### config.mk
export PLATFORM = sky130hd
export DESIGN_NAME = pll_lock_supervisor
export DESIGN_NICKNAME = d
export VERILOG_FILES = /design/src/rtl/pll_sup_pkg.sv /design/src/rtl/sync_ff.sv /design/src/rtl/pll_lock_supervisor.sv
export SDC_FILE = /design/constraint.sdc
export NUM_CORES = 1
export LEC_CHECK = 0
export BUFFER_PORTS_ARGS = -buffer_cell sky130_fd_sc_hd__buf_2
export CORE_MARGIN = 3
export CORE_UTILIZATION = 55
export DETAILED_ROUTE_END_ITERATION = 12
export PLACE_DENSITY = 0.87
export SLEW_MARGIN = 20
export SYNTH_ARGS = -nofsm -noshare
export SYNTH_HDL_FRONTEND = slang
export SYNTH_SLANG_ARGS = --single-unit
### constraint.sdc
create_clock -name clk -period 3.64 [get_ports clk]
set_input_delay 0.91 -clock clk [delete_from_list [all_inputs] [get_ports clk]]
set_output_delay 0.91 -clock clk [all_outputs]
set_load 0.01 [all_outputs]
### src/rtl/pll_sup_pkg.sv
// Shared definitions for the PLL lock supervisor: state encoding and a
// constant-friendly ceiling-log2 helper used to size the cycle counter.
package pll_sup_pkg;

  localparam logic [2:0] WAIT_LOCK = 3'd0;
  localparam logic [2:0] STABLE    = 3'd1;
  localparam logic [2:0] HOLD      = 3'd2;
  localparam logic [2:0] RUN       = 3'd3;
  localparam logic [2:0] FAULT     = 3'd4;

  typedef enum logic [2:0] {
    S_WAIT_LOCK = WAIT_LOCK,
    S_STABLE    = STABLE,
    S_HOLD      = HOLD,
    S_RUN       = RUN,
    S_FAULT     = FAULT
  } state_e;

  function automatic int clog2(input int value);
    int r;
    r = 0;
    while ((1 << r) < value) r = r + 1;
    return r;
  endfunction

endpackage

### src/rtl/sync_ff.sv
// N-stage flop synchroniser for a single asynchronous level; all stages
// clear to 0 on synchronous active-low reset.
module sync_ff #(
  parameter int STAGES = 2
) (
  input  logic clk,
  input  logic rst_n,
  input  logic d,
  output logic q
);

  logic [STAGES-1:0] chain_r;

  // Shift the asynchronous input through the synchroniser chain.
  always_ff @(posedge clk) begin
    if (!rst_n) begin
      chain_r <= '0;
    end else begin
      chain_r <= {chain_r[STAGES-2:0], d};
    end
  end

  assign q = chain_r[STAGES-1];

endmodule

### src/rtl/pll_lock_supervisor.sv
// Turns the asynchronous PLL LOCK into a held, glitch-free system reset and
// counts run-time lock losses. Define PLL_SUP_STICKY_FAULT_EN to latch losses in FAULT.
module pll_lock_supervisor
  import pll_sup_pkg::*;
#(
  parameter int SYNC_STAGES   = 2,
  parameter int STABLE_CYCLES = 1024,
  parameter int HOLD_CYCLES   = 16,
  parameter int CNT_W         = 8
) (
  input  logic             clk,
  input  logic             rst_n,
  input  logic             locked_async,
  input  logic             clr_count,
  output logic             sys_rst_n,
  output logic             ready,
  output logic             loss_pulse,
  output logic [CNT_W-1:0] loss_count
);

  localparam int MAX_CYC = (STABLE_CYCLES > HOLD_CYCLES) ? STABLE_CYCLES : HOLD_CYCLES;
  localparam int CW      = (clog2(MAX_CYC) < 1) ? 1 : clog2(MAX_CYC);

  localparam logic [CW-1:0]    STABLE_LAST = CW'(STABLE_CYCLES - 1);
  localparam logic [CW-1:0]    HOLD_LAST   = CW'(HOLD_CYCLES - 1);
  localparam logic [CW-1:0]    CNT_ONE     = CW'(1);
  localparam logic [CNT_W-1:0] LOSS_ONE    = CNT_W'(1);
  localparam logic [CNT_W-1:0] LOSS_MAX    = '1;

  logic            lk_s;
  state_e          state_r;
  logic [CW-1:0]   cnt_r;
  logic            sys_rst_n_r;
  logic            ready_r;
  logic            loss_pulse_r;
  logic [CNT_W-1:0] loss_count_r;

  sync_ff #(
    .STAGES (SYNC_STAGES)
  ) u_lock_sync (
    .clk   (clk),
    .rst_n (rst_n),
    .d     (locked_async),
    .q     (lk_s)
  );

  // Supervisor FSM with window counter, registered outputs and loss counter.
  always_ff @(posedge clk) begin
    if (!rst_n) begin
      state_r      <= S_WAIT_LOCK;
      cnt_r        <= '0;
      sys_rst_n_r  <= 1'b0;
      ready_r      <= 1'b0;
      loss_pulse_r <= 1'b0;
      loss_count_r <= '0;
    end else begin
      loss_pulse_r <= 1'b0;
      // A loss in the same cycle as a clear overrides this to exactly one.
      if (clr_count) begin
        loss_count_r <= '0;
      end
      case (state_r)
        S_WAIT_LOCK: begin
          cnt_r <= '0;
          if (lk_s) begin
            state_r <= S_STABLE;
          end
        end
        S_STABLE: begin
          if (!lk_s) begin
            state_r <= S_WAIT_LOCK;
            cnt_r   <= '0;
          end else if (cnt_r == STABLE_LAST) begin
            state_r <= S_HOLD;
            cnt_r   <= '0;
          end else begin
            cnt_r <= cnt_r + CNT_ONE;
          end
        end
        S_HOLD: begin
          if (!lk_s) begin
            state_r <= S_WAIT_LOCK;
            cnt_r   <= '0;
          end else if (cnt_r == HOLD_LAST) begin
            state_r     <= S_RUN;
            cnt_r       <= '0;
            sys_rst_n_r <= 1'b1;
            ready_r     <= 1'b1;
          end else begin
            cnt_r <= cnt_r + CNT_ONE;
          end
        end
        S_RUN: begin
          if (!lk_s) begin
`ifdef PLL_SUP_STICKY_FAULT_EN
            state_r <= S_FAULT;
`else
            state_r <= S_WAIT_LOCK;
`endif
            sys_rst_n_r  <= 1'b0;
            ready_r      <= 1'b0;
            loss_pulse_r <= 1'b1;
            if (clr_count) begin
              loss_count_r <= LOSS_ONE;
            end else if (loss_count_r != LOSS_MAX) begin
              loss_count_r <= loss_count_r + LOSS_ONE;
            end
          end
        end
`ifdef PLL_SUP_STICKY_FAULT_EN
        S_FAULT: begin
          cnt_r <= '0;
          if (clr_count) begin
            state_r <= S_WAIT_LOCK;
          end
        end
`endif
        default: begin
          state_r     <= S_WAIT_LOCK;
          cnt_r       <= '0;
          sys_rst_n_r <= 1'b0;
          ready_r     <= 1'b0;
        end
      endcase
    end
  end

  assign sys_rst_n  = sys_rst_n_r;
  assign ready      = ready_r;
  assign loss_pulse = loss_pulse_r;
  assign loss_count = loss_count_r;

endmodule

==> flow_summary.json, run 1 <==
{
  "status": "finished clean",
  "end_kind": "flop",
  "r2r_cells": 5,
  "worst_slew_margin_rel": 0.483,
  "synthArstFlopShare": 0,
  "crit_family": "adder cells",
  "nFillCells": 181,
  "whs_path_depth": 1,
  "final_nets": 191,
  "initial_core_util": 0.601,
  "critPathArrivalTime_ns": 2.27,
  "leakage_nw": 0.534,
  "timing.rr.end": "loss_count[7]",
  "core_mm2": 0.00228,
  "yosys-top-cells-area": "dfxtp_1 35%, ha_1 6.4%, nor2_1 6.0%, a21oi_1 5.1%, nand3_1 4.4%",
  "io_buffers": 14,
  "track_usage": 0.188,
  "cts_root_buffer": "clkbuf_4",
  "setup_viol": 0,
  "crit_chain": "ha_1 > nand2b_1 > nor3_1 > mux2i_1 > nor2_1",
  "multi_input_area_um2": 828,
  "post_cts_buffers": 0,
  "place.gp.congestion": 0.840,
  "crit_path_max_fanout": 24,
  "fp-row-count": 17,
  "r2r_start": "state_r[1]",
  "yosysSeqAreaShare": 0.351,
  "post-route-util": 0.654,
  "synth-seq-cells": 24,
  "mostFrequentLayoutCell": "dfxtp_1",
  "cts_buffers": 3,
  "design.die.area_mm2": 0.00312,
  "clk_pin_slew_ns": 0.14,
  "criticalPathCategory": "flop to flop",
  "crit_buf_inv": 0,
  "cts_resized": 0,
  "dp_cells": 203,
  "synth_top_area_share": 0.351,
  "hold_end": "u_lock_sync.chain_r[1]",
  "clockBufferDepth": 2,
  "final_cell_mix": "24 x dfxtp_1, 22 x nor2_1, 14 x nand2_1, 14 x a21oi_1, 14 x buf_2",
  "diodes": 0,
  "ios": 15,
  "grt-ovfl-total": 0,
  "p_int_uw": 391,
  "combPwrFrac": 0.072,
  "drv_cap": 0,
  "grt_max_degree": 25,
  "swShare": 0.219,
  "slowest_stage": "ha_1",
  "netlist_area_mm2": 0.00137,
  "rsz0062_at_grt": "no",
  "worstHoldPathType": "flop to flop",
  "drt-initial-drc-count": 54,
  "holdCritStartpoint": "u_lock_sync.chain_r[0]",
  "layout-drive-gt1-share": 0.140,
  "reg2reg_slack_ns": 1.59,
  "final-seq-area_um2": 480,
  "clock.fmax_mhz": 487,
  "finalCritPeriodShare": 0.564,
  "syn-num-nets": 180,
  "p_total_uw": 501,
  "powerDensity_mw_per_mm2": 336,
  "post-place-ws_ns": 1.43,
  "routed-via-count": 1249,
  "avgSynthCellArea_um2": 8.10,
  "drc": 0,
  "tightest_slew_ns": 0.776,
  "fin_cells": 207,
  "period_needed_ns": 2.05,
  "grt_pass1_vias": 1128,
  "cts_tree": "done",
  "synth_edf_count": 0,
  "routed_wl_um": 2890,
  "ys.flop_type": "dfxtp_1",
  "required_ns": 3.86,
  "fin_skew_ns": 0.00663,
  "die_x_um": 55.9,
  "ir_worst_vdd_v": 0.000375,
  "slowest_delay_ns": 0.70,
  "firstDrtPassIters": 5,
  "grt_pass1_wl_um": 4940,
  "synth.distinct_cells": 41,
  "worst_slack_ns": 1.59,
  "die_y_um": 55.9,
  "synth_largest_area_cell": "dfxtp_1",
  "drv_slew": 0,
  "htree_num_levels": 1,
  "routed_via_density": 6.03,
  "tns_ns": 0,
  "yosys_warnings": 0,
  "antenna_found_initial": 0,
  "p_clk_frac": 0.390,
  "pwr-share-seq": 0.538,
  "crit_path_start_kind": "flop",
  "clkSinkCount": 24,
  "wire_per_inst_um": 14.0,
  "p_switching_uw": 110,
  "dpl.hpwl_um": 2160,
  "syn_inst": 169,
  "syn2layout_area_growth_pct": 8.78,
  "detail-route-antenna-nets": 0,
  "hold_buffers": 0,
  "finalHoldViolations": 0,
  "clk-insertion-delay-late_ns": 0.32
}
-- worst max path at each step --
stage | from | end | slack, ns | depth (start not counted)
6_report | state_r[1] | loss_count[7] | 1.59 | 5
5_1_grt | state_r[1] | loss_count[6] | 1.43 | 6
4_1_cts | state_r[1] | loss_count[7] | 1.61 | 5
3_5_place_dp | rst_n | cnt_r[5] | 1.43 | 5
3_3_place_gp | rst_n | cnt_r[5] | 1.49 | 5
2_1_floorplan | state_r[0] | cnt_r[9] | 1.88 | 7
-- synth_stat cells, types with 4 or more instances --
library cell / number
nor3_1: 5
inv_1: 6
nor2_1: 22
a31o_1: 4
nand2_1: 14
ha_1: 7
nand3_1: 12
dfxtp_1: 24
nand3b_1: 4
clkbuf_1: 4
a21oi_1: 14
nand4_1: 5
-- metrics by stage --
stage / instance area (µm²) / hold slack (ns)
4_1_cts: 1490 / 0.495
2_1_floorplan: 1370 / 0.412
3_3_place_gp: 1440 / 0.448
3_5_place_dp: 1440 / 0.452
5_1_grt: 1490 / 0.511
6_report: 1490 / 0.493
-- power by group through the flow --
stage	registers (mW)	logic, mW	clock network [mW]
after global routing	0.270	0.0403	0.208
after CTS	0.270	0.0357	0.198
final	0.269	0.0359	0.195
after detailed placement	0.275	0.0356	0
after global placement	0.275	0.0334	0
after floorplan	0.274	0.0283	0
-- sequential cells by signal, summed over array words and instances, names as in the netlist --
| register | count |
|---|---|
| u_lock_sync.chain_r | 2 |
| loss_count | 8 |
| cnt_r | 10 |
| ready | 1 |
| state_r | 2 |
| loss_pulse | 1 |
-- worst register-to-register path, delay by kind of cell (launching register included) --
kind	cells	cell delay [ns]
and+or+nand+nor	3	0.61
muxes	1	0.22
DFF	1	0.43
adders and majority gates	1	0.70
-- cell families (layout without fill, tap and decap cells) --
logic type                 count (synthesis)  after routing  synth area share
AOI/OAI and AO/OA                         34             34             0.176
and+or+nand+nor                           84             84             0.325
xor gates and xnor gates                   3              3            0.0192
DFF                                       24             24             0.351
muxes                                      3              3            0.0219
buffers and inverters                     14             24            0.0439
adders and majority gates                  7              7            0.0640
-- cell type report --
cell class | instances | area share
sequential | 24 | 0.323
multi-input combinational | 131 | 0.556
clock inverter | 1 | 0.0202
timing repair buffer | 14 | 0.0471
clock buffer | 3 | 0.0151
inverter | 6 | 0.0151
tap | 28 | 0.0235
-- per-layer routing --
metal,global-route usage,part of all wire,vias to the layer above
met1,0.243,0.46,589
met3,0.0441,0.054,4
met5,0,0,-
met2,0.328,0.48,35
li1,-,-,621
met4,0.0237,0.010,0
Power figures use the tool's default switching activity.
==> inputs of run 2 (changes only) <==
--- a/config.mk
+++ b/config.mk
@@ -7,9 +7,9 @@
 export LEC_CHECK = 0
 export BUFFER_PORTS_ARGS = -buffer_cell sky130_fd_sc_hd__buf_2
 export CORE_MARGIN = 3
-export CORE_UTILIZATION = 55
+export CORE_UTILIZATION = 51
 export DETAILED_ROUTE_END_ITERATION = 12
-export PLACE_DENSITY = 0.87
+export PLACE_DENSITY = 0.85
 export SLEW_MARGIN = 20
 export SYNTH_ARGS = -nofsm -noshare
 export SYNTH_HDL_FRONTEND = slang
==> constraint.sdc (replaced) <==
create_clock -name clk -period 1.68 [get_ports clk]
set_input_delay 0.42 -clock clk [delete_from_list [all_inputs] [get_ports clk]]
set_output_delay 0.42 -clock clk [all_outputs]
set_load 0.01 [all_outputs]
==> flow_summary.json, run 2 (synthesis results as in run 1) <==
{
  "tns_ns": -0.126,
  "hold_buffers": 0,
  "criticalPathCategory": "flop to flop",
  "htree_num_levels": 1,
  "cts_tree": "done",
  "worstHoldPathType": "input pin to flop",
  "p_total_mw": 1.13,
  "crit_path_start_kind": "flop",
  "io_buffers": 14,
  "tightest_slew_ns": 0.364,
  "grt-ovfl-total": 0,
  "initial_core_util": 0.543,
  "worst_slew_margin_rel": 0.757,
  "period_needed_ns": 1.76,
  "crit_family": "simple AND/OR/NAND/NOR gates",
  "drt-initial-drc-count": 112,
  "routed_via_density": 6.00,
  "antenna_found_initial": 0,
  "crit_buf_inv": 2,
  "place.gp.congestion": 0.833,
  "rsz0062_at_grt": "yes",
  "critPathArrivalTime_ns": 2.01,
  "layout-drive-gt1-share": 0.361,
  "finalCritPeriodShare": 1.05,
  "cts_buffers": 3,
  "post-route-util": 0.718,
  "nFillCells": 190,
  "largest_reg_flops": 10,
  "ios": 15,
  "drc": 0,
  "crit_path_max_fanout": 7,
  "wire_per_inst_um": 15.5,
  "clockBufferDepth": 2,
  "powerDensity_mw_per_mm2": 626,
  "grt_pass1_vias": 1273,
  "fp-row-count": 18,
  "routed_wl_um": 3650,
  "multi_input_area_um2": 916,
  "whs_ns": 0.294,
  "clkSinkCount": 24,
  "fin_skew_ns": 0.0119,
  "dpl.hpwl_um": 2390,
  "slowest_stage": "dfxtp_4",
  "clock.fmax_mhz": 569,
  "worst_slack_ns": -0.0778,
  "design.die.area_mm2": 0.00334,
  "core_mm2": 0.00252,
  "cts_root_buffer": "clkbuf_4",
  "final-seq-area_um2": 504,
  "status": "complete, but fails checks",
  "final_cell_mix": "24 x buf_4, 22 x nor2_1, 14 x nand2_1, 14 x buf_2, 13 x dfxtp_1",
  "syn2layout_area_growth_pct": 32.3,
  "ir_worst_vdd_v": 0.000573,
  "clk_pin_slew_ns": 0.13,
  "diodes": 0,
  "leakage_nw": 0.678,
  "drv_cap": 0,
  "final_nets": 217,
  "die_y_um": 57.8,
  "end_kind": "flop",
  "grt_max_degree": 16,
  "firstDrtPassIters": 4,
  "drv_slew": 0,
  "routed-via-count": 1410,
  "largest_register": "cnt_r",
  "track_usage": 0.216,
  "required_ns": 1.93,
  "crit_chain": "inv_4 > ha_4 > nand2_1 > a21oi_2 > o31ai_4 > buf_6 > or4_1 > a31oi_1",
  "dp_cells": 224,
  "clk-insertion-delay-late_ns": 0.33,
  "grt_pass1_wl_um": 5660,
  "mostFrequentLayoutCell": "buf_4",
  "die_x_um": 57.8,
  "detail-route-antenna-nets": 0,
  "violations": "setup timing",
  "finalHoldViolations": 0,
  "setup_viol": 4,
  "fin_cells": 235,
  "slowest_delay_ns": 0.39
}
-- run 2: cell count changes in the layout (fill, tap and decap cells not counted), sizes merged --
cell  previous run  this run
buf             14        40
-- run 2: area by class of cell --
class	instances	share of cell area
repair buffers	40	0.151
inverters	6	0.0152
clock inverters	1	0.0166
clock buffers	3	0.0124
flip-flops and latches	24	0.279
multi-input cells	131	0.506
well taps	30	0.0207
-- run 2: metrics by stage --
stage,setup WS (ns),cell area (µm²)
4_1_cts,-0.0536,1750
2_1_floorplan,0.0102,1390
6_report,-0.0778,1810
3_3_place_gp,-0.0147,1610
5_1_grt,-0.116,1810
3_5_place_dp,-0.132,1610
-- run 2: final timing paths --
path | from | end | slack [ns] | cells past startpoint
worst min-delay path | locked_async | u_lock_sync.chain_r[0] | 0.29 | 2
worst min register to register | u_lock_sync.chain_r[0] | u_lock_sync.chain_r[1] | 0.47 | 1
worst max-delay path | state_r[0] | cnt_r[9] | -0.08 | 8
worst max register to register | state_r[0] | cnt_r[9] | -0.08 | 8
-- run 2: report_power, final --
group | switching, mW | internal [mW]
sequential | 0.0106 | 0.572
clock | 0.185 | 0.242
combinational | 0.0662 | 0.0580
-- run 2: layer usage --
layer	vias to the layer above	GRT usage	wire [µm]
li1	682	-	-
met4	0	0.0828	74
met1	668	0.257	1460
met2	48	0.381	1920
met5	-	0	0
met3	12	0.0423	197
-- run 2: what timing repair did --
action / in CTS / in global routing
pin swaps: 6 / 7
gates resized for setup: 14 / 18
setup endpoints to repair: 11 / 11
gates cloned: 0 / 0
buffers inserted: 5 / 2
==> inputs of run 3 (changes only) <==
--- a/config.mk
+++ b/config.mk
@@ -6,10 +6,12 @@
 export NUM_CORES = 1
 export LEC_CHECK = 0
 export BUFFER_PORTS_ARGS = -buffer_cell sky130_fd_sc_hd__buf_2
+export CORE_ASPECT_RATIO = 0.8
 export CORE_MARGIN = 3
-export CORE_UTILIZATION = 51
+export CORE_UTILIZATION = 54
+export CTS_BUF_LIST = sky130_fd_sc_hd__clkbuf_8
 export DETAILED_ROUTE_END_ITERATION = 12
-export PLACE_DENSITY = 0.85
+export PLACE_DENSITY = 0.88
 export SLEW_MARGIN = 20
 export SYNTH_ARGS = -nofsm -noshare
 export SYNTH_HDL_FRONTEND = slang
==> constraint.sdc (replaced) <==
create_clock -name clk -period 1.68 [get_ports clk]
set_input_delay 0.336 -clock clk [delete_from_list [all_inputs] [get_ports clk]]
set_output_delay 0.336 -clock clk [all_outputs]
set_load 0.01 [all_outputs]
==> flow_summary.json, run 3 (synthesis results as in run 1) <==
{
  "post-place-ws_ns": -0.119,
  "p_total_mw": 1.11,
  "grt-ovfl-total": 0,
  "met2_usage": 0.452,
  "die_x_um": 62.3,
  "final_cell_mix": "29 x buf_4, 21 x nor2_1, 14 x buf_2",
  "slowest_stage": "dfxtp_4",
  "clock.fmax_mhz": 564,
  "crit_path_max_fanout": 5,
  "firstDrtPassIters": 5,
  "crit_buf_inv": 2,
  "crit_chain": "inv_4 > ha_4 > o21ai_4 > a31oi_4 > buf_4 > o31ai_4 > a21oi_1 > a31o_1",
  "clkSinkCount": 24,
  "tns_ns": -0.578,
  "finalCritPeriodShare": 1.06,
  "detail-route-antenna-nets": 0,
  "grt_pass1_vias": 1441,
  "largest_reg_flops": 10,
  "hold_buffers": 0,
  "slowest_delay_ns": 0.40,
  "grt_max_degree": 16,
  "p_clk_frac": 0.353,
  "required_ns": 1.84,
  "crit_family": "compound AO/OA/AOI/OAI gates",
  "worstHoldPathType": "input pin to flop",
  "core_mm2": 0.00227,
  "clk-insertion-delay-late_ns": 0.26,
  "routed_wl_um": 4800,
  "combPwrFrac": 0.121,
  "fin_skew_ns": 0.00257,
  "drt-initial-drc-count": 242,
  "ir_worst_vdd_v": 0.000675,
  "path_depth": 8,
  "final_nets": 223,
  "drc": 0,
  "htree_num_levels": 1,
  "powerDensity_mw_per_mm2": 580,
  "drv_slew": 0,
  "reg2reg_slack_ns": -0.09,
  "initial_core_util": 0.603,
  "gr-max-usage-layer": "met2",
  "grtUsageMet3": 0.0571,
  "layout-drive-gt1-share": 0.403,
  "period_needed_ns": 1.77,
  "wire_per_inst_um": 19.6,
  "place.gp.congestion": 0.877,
  "cts_root_buffer": "clkbuf_8",
  "finalInstanceArea_mm2": 0.00192,
  "timing.rr.end": "cnt_r[6]",
  "end_kind": "flop",
  "worst_slack_ns": -0.0926,
  "finalHoldViolations": 0,
  "clockBufferDepth": 2,
  "cts_buffers": 3,
  "p_int_uw": 841,
  "routed-via-count": 1599,
  "routed_via_density": 6.53,
  "design.die.area_mm2": 0.00318,
  "grt_util_met1": 0.301,
  "fp-row-count": 15,
  "antenna_found_initial": 0,
  "placed_area_mm2": 0.00163,
  "leakage_nw": 0.738,
  "critical_path.startpoint": "state_r[0]",
  "tightest_slew_ns": 0.345,
  "whs_ns": 0.290,
  "criticalPathCategory": "flop to flop",
  "swShare": 0.243,
  "io_buffers": 14,
  "violations": "setup timing",
  "pwr-share-seq": 0.526,
  "endpoint": "cnt_r[6]",
  "grt_pass1_wl_um": 6380,
  "ios": 15,
  "largest_register": "cnt_r",
  "worst_slew_margin_rel": 0.770,
  "crit_path_start_kind": "flop",
  "critPathArrivalTime_ns": 1.93,
  "rsz0062_at_grt": "yes",
  "mostFrequentLayoutCell": "buf_4",
  "status": "complete, but fails checks",
  "r2r_start": "state_r[0]",
  "cts_tree": "done",
  "drv_cap": 0,
  "clk_pin_slew_ns": 0.08,
  "p_switching_uw": 270,
  "diodes": 0,
  "die_y_um": 51.0,
  "setup_viol": 11,
  "r2r_cells": 8,
  "dpl.hpwl_um": 2750,
  "syn2layout_area_growth_pct": 39.9,
  "track_usage": 0.250
}
run 3: cell types whose count changed in the layout (fill, tap and decap cells not counted), moves of 2 or more:
cell	delta
a21oi_2	-2
clkbuf_8	+4
buf_4	+5
clkbuf_4	-3
run 3: worst min-delay path by stage:
stage	slack, ns	to	cells after the start	start
CTS	0.29	u_lock_sync.chain_r[0]	2	locked_async
global route	0.29	u_lock_sync.chain_r[0]	2	locked_async
finish	0.29	u_lock_sync.chain_r[0]	2	locked_async
global placement	0.42	u_lock_sync.chain_r[1]	1	u_lock_sync.chain_r[0]
detailed placement	0.43	u_lock_sync.chain_r[1]	1	u_lock_sync.chain_r[0]
floorplan	0.41	u_lock_sync.chain_r[1]	1	u_lock_sync.chain_r[0]
run 3: worst reg2reg max path, stage by stage (launching register included):
cell,delay (ns)
dfxtp_4,0.40
inv_4,0.05
ha_4,0.17
o21ai_4,0.20
a31oi_4,0.07
buf_4,0.17
o31ai_4,0.31
a21oi_1,0.09
a31o_1,0.20
run 3: cell type report:
type,instances,area (µm²)
Clock buffer,4,55.1
Tap cell,34,42.5
Multi-Input combinational cell,132,972
Fill cell,107,355
Sequential cell,24,502
Inverter,6,25.0
Timing Repair Buffer,45,319
run 3: timing repair:
action                                  4_1_cts  5_1_grt
pin swaps                                     3       11
gates cloned                                  1        0
gates resized for setup                       9       30
buffers inserted                              0        9
endpoints found under the setup margin       12       16
run 3: power groups by stage:
| stage | Combinational, mW | Clock (mW) | Sequential, mW |
|---|---|---|---|
| 3_3_place_gp | 0.0974 | 0 | 0.596 |
| 6_report | 0.134 | 0.392 | 0.584 |
| 5_1_grt | 0.143 | 0.423 | 0.586 |
| 4_1_cts | 0.111 | 0.386 | 0.586 |
| 2_1_floorplan | 0.0666 | 0 | 0.596 |
| 3_5_place_dp | 0.103 | 0 | 0.597 |
run 3: per-layer routing:
layer | part of all wire | vias up
met4 | 0.060 | 0
li1 | - | 690
met2 | 0.47 | 139
met5 | 0 | -
met3 | 0.11 | 39
met1 | 0.36 | 731
run 3: stage by stage:
| step | cells | util |
|---|---|---|
| after floorplan | 169 | - |
| after global placement | 231 | 0.720 |
| after detailed placement | 231 | 0.720 |
| after CTS | 236 | 0.760 |
| after global routing | 245 | 0.844 |
| final | 245 | 0.844 |
